<file path="src/rtl/fetch_ctrl_if.sv">
// fetch_ctrl_if: control, memory and instruction handshake signals of fetch_ctrl.
// FETCH_CNT_EN adds the fetch_cnt handshake counter.
interface fetch_ctrl_if #(parameter int ADDR_W = 8, parameter int DATA_W = 8);
  logic              start;
  logic              halt;
  logic              jump;
  logic [ADDR_W-1:0] jump_addr;
  logic              mem_rd;
  logic [ADDR_W-1:0] mem_addr;
  logic [DATA_W-1:0] mem_rdata;
  logic [DATA_W-1:0] instr;
  logic              instr_valid;
  logic              instr_ready;
  logic [ADDR_W-1:0] pc;
  logic              busy;
`ifdef FETCH_CNT_EN
  logic [15:0]       fetch_cnt;
`endif
  modport master (
    input  start, halt, jump, jump_addr, mem_rdata, instr_ready,
`ifdef FETCH_CNT_EN
    output fetch_cnt,
`endif
    output mem_rd, mem_addr, instr, instr_valid, pc, busy
  );
  modport slave (
    output start, halt, jump, jump_addr, mem_rdata, instr_ready,
`ifdef FETCH_CNT_EN
    input  fetch_cnt,
`endif
    input  mem_rd, mem_addr, instr, instr_valid, pc, busy
  );
endinterface

</file>
<file path="src/rtl/fetch_ctrl.sv">
// fetch_ctrl: PC sequencer issuing fixed-latency memory reads and presenting words on valid/ready.
// FETCH_CNT_EN adds a saturating count of accepted instructions.
module fetch_ctrl #(
  parameter int                ADDR_W   = 8,
  parameter int                DATA_W   = 8,
  parameter int                MEM_LAT  = 1,
  parameter logic [ADDR_W-1:0] RESET_PC = '0
) (
  input  logic         clk,
  input  logic         rst_n,
  fetch_ctrl_if.master bus
);
  typedef enum logic [1:0] {IDLE, ISSUE, WAIT, VALID} state_t;
  state_t            state_q, state_d;
  logic [ADDR_W-1:0] pc_q, pc_d, jt_q, jt_d, jt_eff;
  logic [DATA_W-1:0] instr_q, instr_d;
  logic              valid_q, valid_d, jp_q, jp_d, hp_q, hp_d, jp_eff, hp_eff;
  logic [1:0]        cnt_q, cnt_d;

  // a jump or halt arriving this cycle counts as already pending
  assign jp_eff = jp_q | bus.jump;
  assign jt_eff = bus.jump ? bus.jump_addr : jt_q;
  assign hp_eff = hp_q | bus.halt;

  always_comb begin
    state_d = state_q;
    pc_d    = pc_q;
    instr_d = instr_q;
    valid_d = valid_q;
    cnt_d   = cnt_q;
    jp_d    = jp_q;
    jt_d    = jt_q;
    hp_d    = hp_q;
    case (state_q)
      IDLE: state_d = bus.start ? ISSUE : IDLE;
      ISSUE: begin
        state_d = WAIT;
        cnt_d   = 2'(MEM_LAT - 1);
        jp_d    = jp_eff;
        jt_d    = jt_eff;
        hp_d    = hp_eff;
      end
      WAIT: begin
        cnt_d = cnt_q - 2'd1;
        jp_d  = jp_eff;
        jt_d  = jt_eff;
        hp_d  = hp_eff;
        if (cnt_q == 2'd0) begin
          if (jp_eff) begin
            pc_d    = jt_eff;
            jp_d    = 1'b0;
            state_d = hp_eff ? IDLE : ISSUE;
          end else begin
            instr_d = bus.mem_rdata;
            valid_d = 1'b1;
            state_d = VALID;
          end
        end
      end
      VALID: begin
        hp_d = hp_eff;
        if (bus.instr_ready) begin
          valid_d = 1'b0;
          pc_d    = bus.jump ? bus.jump_addr : (jp_q ? jt_q : pc_q + ADDR_W'(1));
          jp_d    = 1'b0;
          state_d = hp_eff ? IDLE : ISSUE;
        end else if (bus.jump) begin
          valid_d = 1'b0;
          pc_d    = bus.jump_addr;
          state_d = ISSUE;
        end
      end
    endcase
    if (state_d == IDLE) begin
      hp_d = 1'b0;
      jp_d = 1'b0;
    end
  end

  always_ff @(posedge clk) begin
    if (!rst_n) begin
      state_q <= IDLE;
      pc_q    <= RESET_PC;
      instr_q <= '0;
      valid_q <= 1'b0;
      cnt_q   <= 2'd0;
      jp_q    <= 1'b0;
      jt_q    <= '0;
      hp_q    <= 1'b0;
    end else begin
      state_q <= state_d;
      pc_q    <= pc_d;
      instr_q <= instr_d;
      valid_q <= valid_d;
      cnt_q   <= cnt_d;
      jp_q    <= jp_d;
      jt_q    <= jt_d;
      hp_q    <= hp_d;
    end
  end

  assign bus.mem_rd      = state_q == ISSUE;
  assign bus.mem_addr    = pc_q;
  assign bus.pc          = pc_q;
  assign bus.instr       = instr_q;
  assign bus.instr_valid = valid_q;
  assign bus.busy        = state_q != IDLE;

`ifdef FETCH_CNT_EN
  logic [15:0] fc_q;
  always_ff @(posedge clk) begin
    if (!rst_n) fc_q <= '0;
    else if (valid_q && bus.instr_ready && fc_q != 16'hFFFF) fc_q <= fc_q + 16'd1;
  end
  assign bus.fetch_cnt = fc_q;
`endif
endmodule

</file>
<file path="src/flat_wrapper.sv">
// flat-port wrapper written by rule: the top's interface ports become plain ports
module fetch_ctrl_flat 
#(
  parameter int                ADDR_W   = 8,
  parameter int                DATA_W   = 8,
  parameter int                MEM_LAT  = 1,
  parameter logic [ADDR_W-1:0] RESET_PC = '0
)
  (clk, rst_n, bus_start, bus_halt, bus_jump, bus_jump_addr, bus_mem_rdata, bus_instr_ready, bus_mem_rd, bus_mem_addr, bus_instr, bus_instr_valid, bus_pc, bus_busy);
  fetch_ctrl_if #(.ADDR_W(ADDR_W), .DATA_W(DATA_W)) bus_i ();
  input  logic clk;
  input  logic rst_n;
  input wire logic [$bits(bus_i.start)-1:0] bus_start;
  input wire logic [$bits(bus_i.halt)-1:0] bus_halt;
  input wire logic [$bits(bus_i.jump)-1:0] bus_jump;
  input wire logic [$bits(bus_i.jump_addr)-1:0] bus_jump_addr;
  input wire logic [$bits(bus_i.mem_rdata)-1:0] bus_mem_rdata;
  input wire logic [$bits(bus_i.instr_ready)-1:0] bus_instr_ready;
  output wire logic [$bits(bus_i.mem_rd)-1:0] bus_mem_rd;
  output wire logic [$bits(bus_i.mem_addr)-1:0] bus_mem_addr;
  output wire logic [$bits(bus_i.instr)-1:0] bus_instr;
  output wire logic [$bits(bus_i.instr_valid)-1:0] bus_instr_valid;
  output wire logic [$bits(bus_i.pc)-1:0] bus_pc;
  output wire logic [$bits(bus_i.busy)-1:0] bus_busy;
  assign bus_i.start = bus_start;
  assign bus_i.halt = bus_halt;
  assign bus_i.jump = bus_jump;
  assign bus_i.jump_addr = bus_jump_addr;
  assign bus_i.mem_rdata = bus_mem_rdata;
  assign bus_i.instr_ready = bus_instr_ready;
  assign bus_mem_rd = bus_i.mem_rd;
  assign bus_mem_addr = bus_i.mem_addr;
  assign bus_instr = bus_i.instr;
  assign bus_instr_valid = bus_i.instr_valid;
  assign bus_pc = bus_i.pc;
  assign bus_busy = bus_i.busy;
  fetch_ctrl #(.ADDR_W(ADDR_W), .DATA_W(DATA_W), .MEM_LAT(MEM_LAT), .RESET_PC(RESET_PC)) u_core (.clk(clk), .rst_n(rst_n), .bus(bus_i));
endmodule
</file>
<file path="config.mk">
export PLATFORM = sky130hd
export DESIGN_NAME = fetch_ctrl_flat
export DESIGN_NICKNAME = d
export VERILOG_FILES = /design/src/rtl/fetch_ctrl_if.sv /design/src/rtl/fetch_ctrl.sv /design/src/flat_wrapper.sv
export SDC_FILE = /design/constraint.sdc
export NUM_CORES = 1
export LEC_CHECK = 0
export ABC_CLOCK_PERIOD_IN_PS = 2350
export CAP_MARGIN = 20
export CORE_MARGIN = 3
export CORE_UTILIZATION = 50
export CTS_BUF_LIST = sky130_fd_sc_hd__clkbuf_4
export DETAILED_ROUTE_END_ITERATION = 8
export PLACE_DENSITY = 0.94
export SKIP_LAST_GASP = 1
export SYNTH_ARGS = -nofsm -noshare
export SYNTH_HDL_FRONTEND = slang
export SYNTH_SLANG_ARGS = --single-unit
</file>
<file path="constraint.sdc">
create_clock -name clk -period 2.35 [get_ports clk]
set_input_delay 0.3525 -clock clk [delete_from_list [all_inputs] [get_ports clk]]
set_output_delay 0.3525 -clock clk [all_outputs]
set_load 0.02 [all_outputs]
</file>
==> parameters.txt <==
Parameter                              Value

Clock tree
  Number of cells upsized or downsized after cts ... 0
  Clock Root Buffer ... sky130_fd_sc_hd__clkbuf_4
  Buffer levels on the longest clock path ... 2
  TritonCTS clock tree ... yes
  Clock-pin slew reported for the worst setup and hold paths after clock tree synthesis ... 100 ps
  Number of buffers added by the clock tree synthesis step ... 5
  CTS HTree Levels ... 2
  Clock sink count ... 31
  Insertion delay to the later sink of the worst-skew pair ... 350 ps
  Post-CTS setup-driven buffer insertion count ... 0
  Post-CTS Hold Fix Bufs ... 0

Final layout
  Layout overhead on the synthesized area ... 30.04%
  Antenna diodes ... 0
  Most common cell after layout, fill and taps aside ... sky130_fd_sc_hd__clkdlybuf4s50_1
  Fin nets ... 283
  Final standard cell count with taps included and fillers excluded ... 301
  Most frequent cells in the layout ... sky130_fd_sc_hd__clkdlybuf4s50_1 (48), sky130_fd_sc_hd__nand2_1 (37), sky130_fd_sc_hd__dfxtp_1 (31)
  Layout cell share with drive strength beyond 1 ... 8.627%

Critical path
  Setup slack of the worst register-to-register path ... 420 ps
  Crit-path cells ... inv_1, ha_1, inv_1, clkdlybuf4s50_1
  Capturing element type of the critical path ... output port
  Dominant cell type by count on the critical path ... sky130_fd_sc_hd__inv_1
  Startpoint of the lowest-slack register-to-register path ... u_core.state_q[0]
  Worst Setup Path Type ... flop to output port
  Top cell family by delay on the critical path ... buffers and inverters
  Number of logic stages on the critical path including buffering ... 4
  Data arrival time of the critical path ... 1760 ps
  Capture instance of the worst register-to-register path ... u_core.bus.mem_addr[7]
  Worst-case reg-to-reg path depth ... 7
  Peak per-stage delay on the critical path ... 590 ps
  Launch point of the critical path ... u_core.state_q[0]
  Worst endpoint required time ... 2000 ps
  Maximum fanout along the worst path ... 6
  Bufs and invs on worst path ... 3
  Crit path max-delay cell type ... sky130_fd_sc_hd__clkdlybuf4s50_1
  Type of origin of the critical path ... flop

Synth
  Post-Synthesis Net Count ... 245
  Async set-or-reset flop fraction in the synthesized netlist ... 0%
  Share of the yosys chip area belonging to registers ... 34.98%
  Yosys warnings ... 0
  Flops & latches, synth ... 31
  Mean area per synthesized cell ... 8.214 um^2
  Portion of synthesized cell area occupied by the leading cell type ... 34.98%
  Leading post-synthesis cells by cell area ... sky130_fd_sc_hd__dfxtp_1 (35%), sky130_fd_sc_hd__nand2_1 (7.8%), sky130_fd_sc_hd__a21boi_0 (6.8%), sky130_fd_sc_hd__ha_1 (4.9%), sky130_fd_sc_hd__nand3_1 (4.5%)
  Cell type with the largest total area after synthesis ... sky130_fd_sc_hd__dfxtp_1
  Distinct cell type count after synthesis ... 47
  Synthesized cell area ... 0.001774 mm^2
  Number of synthesized flops with an enable pin ... 0
  Syn Inst Count ... 216
  Most common flop cell mapped by yosys ... sky130_fd_sc_hd__dfxtp_1

Die
  Vertical die dimension ... 65.57 um
  Die X-Extent ... 65.57 um
  Area of the die ... 0.004299 mm^2
  Count of boundary I/O pins ... 49
  Standard cell core area ... 0.003390 mm^2
  Initial core utilization ... 52.34%
  Number of rows in the core area ... 21

Power and ir drop
  Share of power burned in registers ... 37.4%
  Part of the power in the clock network ... 31.0%
  Cell leakage power ... 0.0008093 uW
  Net Switching ... 566.9 uW
  Max rail drop VDD ... 0.0004121 V
  Internal Pwr Total ... 1183 uW
  Power density over the cells ... 758.3 mW/mm^2
  Relative contribution of combinational cells to total power ... 31.6%
  Switching share of power ... 32.40%

Placed design
  Placed instance count ... 293
  Gp weighted congestion ... 0.8348
  HPWL Detailed ... 3164 um
  PortBufs ... 48

Routing
  Total Wirelength ... 4221 um
  Count of antenna-violating nets left after detailed routing ... 0
  DRC violation count after routing ... 0
  Vias per Instance ... 5.528
  Overall via count from detail_route ... 1664
  Number of DRC markers after the initial detailed-route iteration ... 177
  Initial DRT Pass Iterations ... 4
  Wirelength per Cell ... 14.02 um

STA
  Number of endpoints with negative hold slack in the final report ... 0
  Max-slew headroom ... 70.33%
  Number of failing setup endpoints in the final timing report ... 0
  Ratio of final minimum period to clock period ... 90.02%
  Post-route minimum period ... 2115 ps
  Unrepaired setup endpoints after global routing ... no
  Setup Total Neg Slack ... 0 ps
  Slew @ Worst Pin ... 443.7 ps
  Fin. max-slew vios ... 0
  Max frequency ... 472.7 MHz
  Max Clock Skew ... 7.963 ps

Global routing
  Number of antenna violations at the first check in global routing ... 0
  Maximum number of pins on one net before global-route repair ... 26
  Total congestion overflow ... 0
  Overall track demand over capacity in global routing ... 21.29%
  First-pass GRT wire length ... 7017 um
  Number of global-route vias before repair ... 1556

Worst hold path
  Hold Path Sink ... u_core.bus.instr[1]
  Worst Hold Class ... flop to flop
  Number of instances on the worst hold path ... 2
  Launch point of the worst hold path ... u_core.bus.instr[1]

Run
  MaxCap Viol Count ... 0

Status
  Outcome ... finished, final reports clean
==> sequential cells by signal, summed over array words and instances, names as in the netlist <==
| signal | flops |
|---|---|
| u_core.bus.instr | 8 |
| u_core.bus.instr_valid | 1 |
| u_core.bus.mem_addr | 8 |
| u_core.cnt_q | 2 |
| u_core.hp_q | 1 |
| u_core.jp_q | 1 |
| u_core.jt_q | 8 |
| u_core.state_q | 2 |
==> cell type report <==
| type | count | area, um^2 |
|---|---|---|
| multi-input cells | 155 | 983.4 |
| well taps | 46 | 57.56 |
| clock buffers | 6 | 45.04 |
| repair buffers | 51 | 503.0 |
| flip-flops and latches | 31 | 620.6 |
| fillers | 257 | 1082 |
| inverters | 10 | 37.54 |
| clock inverters | 2 | 60.06 |
==> worst max path at each step <==
| stage | end | slack, ps |
|---|---|---|
| floorplan | u_core.bus.mem_addr[5] | 680 |
| global placement | u_core.bus.mem_addr[7] | 480 |
| detailed placement | u_core.bus.mem_addr[7] | 380 |
| CTS | bus_busy | 240 |
| global route | bus_busy | 180 |
| finish | bus_busy | 230 |
==> tightest hold or removal path, stage by stage, from the launching register on <==
cell and delay [ps]:
sky130_fd_sc_hd__dfxtp_1 320, sky130_fd_sc_hd__nand2_1 40, sky130_fd_sc_hd__a21boi_0 60
==> cells in the mapped netlist (2+ instances only) <==
cell,count
sky130_fd_sc_hd__clkbuf_1,4
sky130_fd_sc_hd__ha_1,7
sky130_fd_sc_hd__nand3_1,16
sky130_fd_sc_hd__buf_6,2
sky130_fd_sc_hd__a31oi_1,2
sky130_fd_sc_hd__o21ai_0,5
sky130_fd_sc_hd__xor2_1,2
sky130_fd_sc_hd__a21boi_0,16
sky130_fd_sc_hd__a21oi_1,4
sky130_fd_sc_hd__o32a_1,3
sky130_fd_sc_hd__nor2_1,10
sky130_fd_sc_hd__o22ai_1,2
sky130_fd_sc_hd__nor2b_1,2
sky130_fd_sc_hd__o21ai_1,5
sky130_fd_sc_hd__buf_4,10
sky130_fd_sc_hd__nand2b_1,5
sky130_fd_sc_hd__and2_1,3
sky130_fd_sc_hd__o2bb2ai_1,2
sky130_fd_sc_hd__a21boi_1,3
sky130_fd_sc_hd__nand4_1,3
sky130_fd_sc_hd__nand2_1,37
sky130_fd_sc_hd__inv_1,9
sky130_fd_sc_hd__dfxtp_1,31
sky130_fd_sc_hd__buf_2,4
sky130_fd_sc_hd__xnor2_1,2
sky130_fd_sc_hd__nor3_1,3
sky130_fd_sc_hd__o221ai_1,4
==> power by group through the flow <==
stage / clock [uW] / sequential [uW] / combinational, uW
2_1_floorplan: 0 / 682 / 346
3_3_place_gp: 0 / 662 / 537
3_5_place_dp: 0 / 665 / 546
4_1_cts: 540 / 653 / 552
5_1_grt: 558 / 663 / 602
6_report: 542 / 655 / 553
==> cell families (layout without fill, tap and decap cells) <==
| kind of cell | count (synthesis) | after routing | synth area share (%) |
|---|---|---|---|
| buf+inv | 30 | 69 | 9.590 |
| simple gates | 89 | 89 | 24.90 |
| flops | 31 | 31 | 34.98 |
| fa+ha+maj | 7 | 7 | 4.936 |
| xor+xnor | 4 | 4 | 1.975 |
| compound gates | 55 | 55 | 23.62 |
==> through the flow <==
| step | total power (uW) | area, um^2 | hold WS [ps] | worst slack (ps) | utilization [%] |
|---|---|---|---|---|---|
| floorplan | 1028 | 1774 | 443.4 | 677.1 | - |
| finish | 1750 | 2307 | 464.5 | 234.5 | 68.07 |
| detailed placement | 1212 | 2202 | 455.1 | 382.7 | 64.97 |
| global placement | 1199 | 2202 | 448.2 | 475.9 | 64.97 |
| global route | 1823 | 2307 | 485.5 | 180.7 | 68.07 |
| CTS | 1746 | 2307 | 468.9 | 241.2 | 68.07 |
==> metal layers <==
layer  part of all wire (%)  wire (um)  GRT usage (%)
met1                     41       1751          25.34
met2                     47       1992          34.77
met3                    9.8        414          7.009
met4                    1.5         62          9.326
met5                      0          0              0
Note: power is estimated with default switching activity, not from simulation.
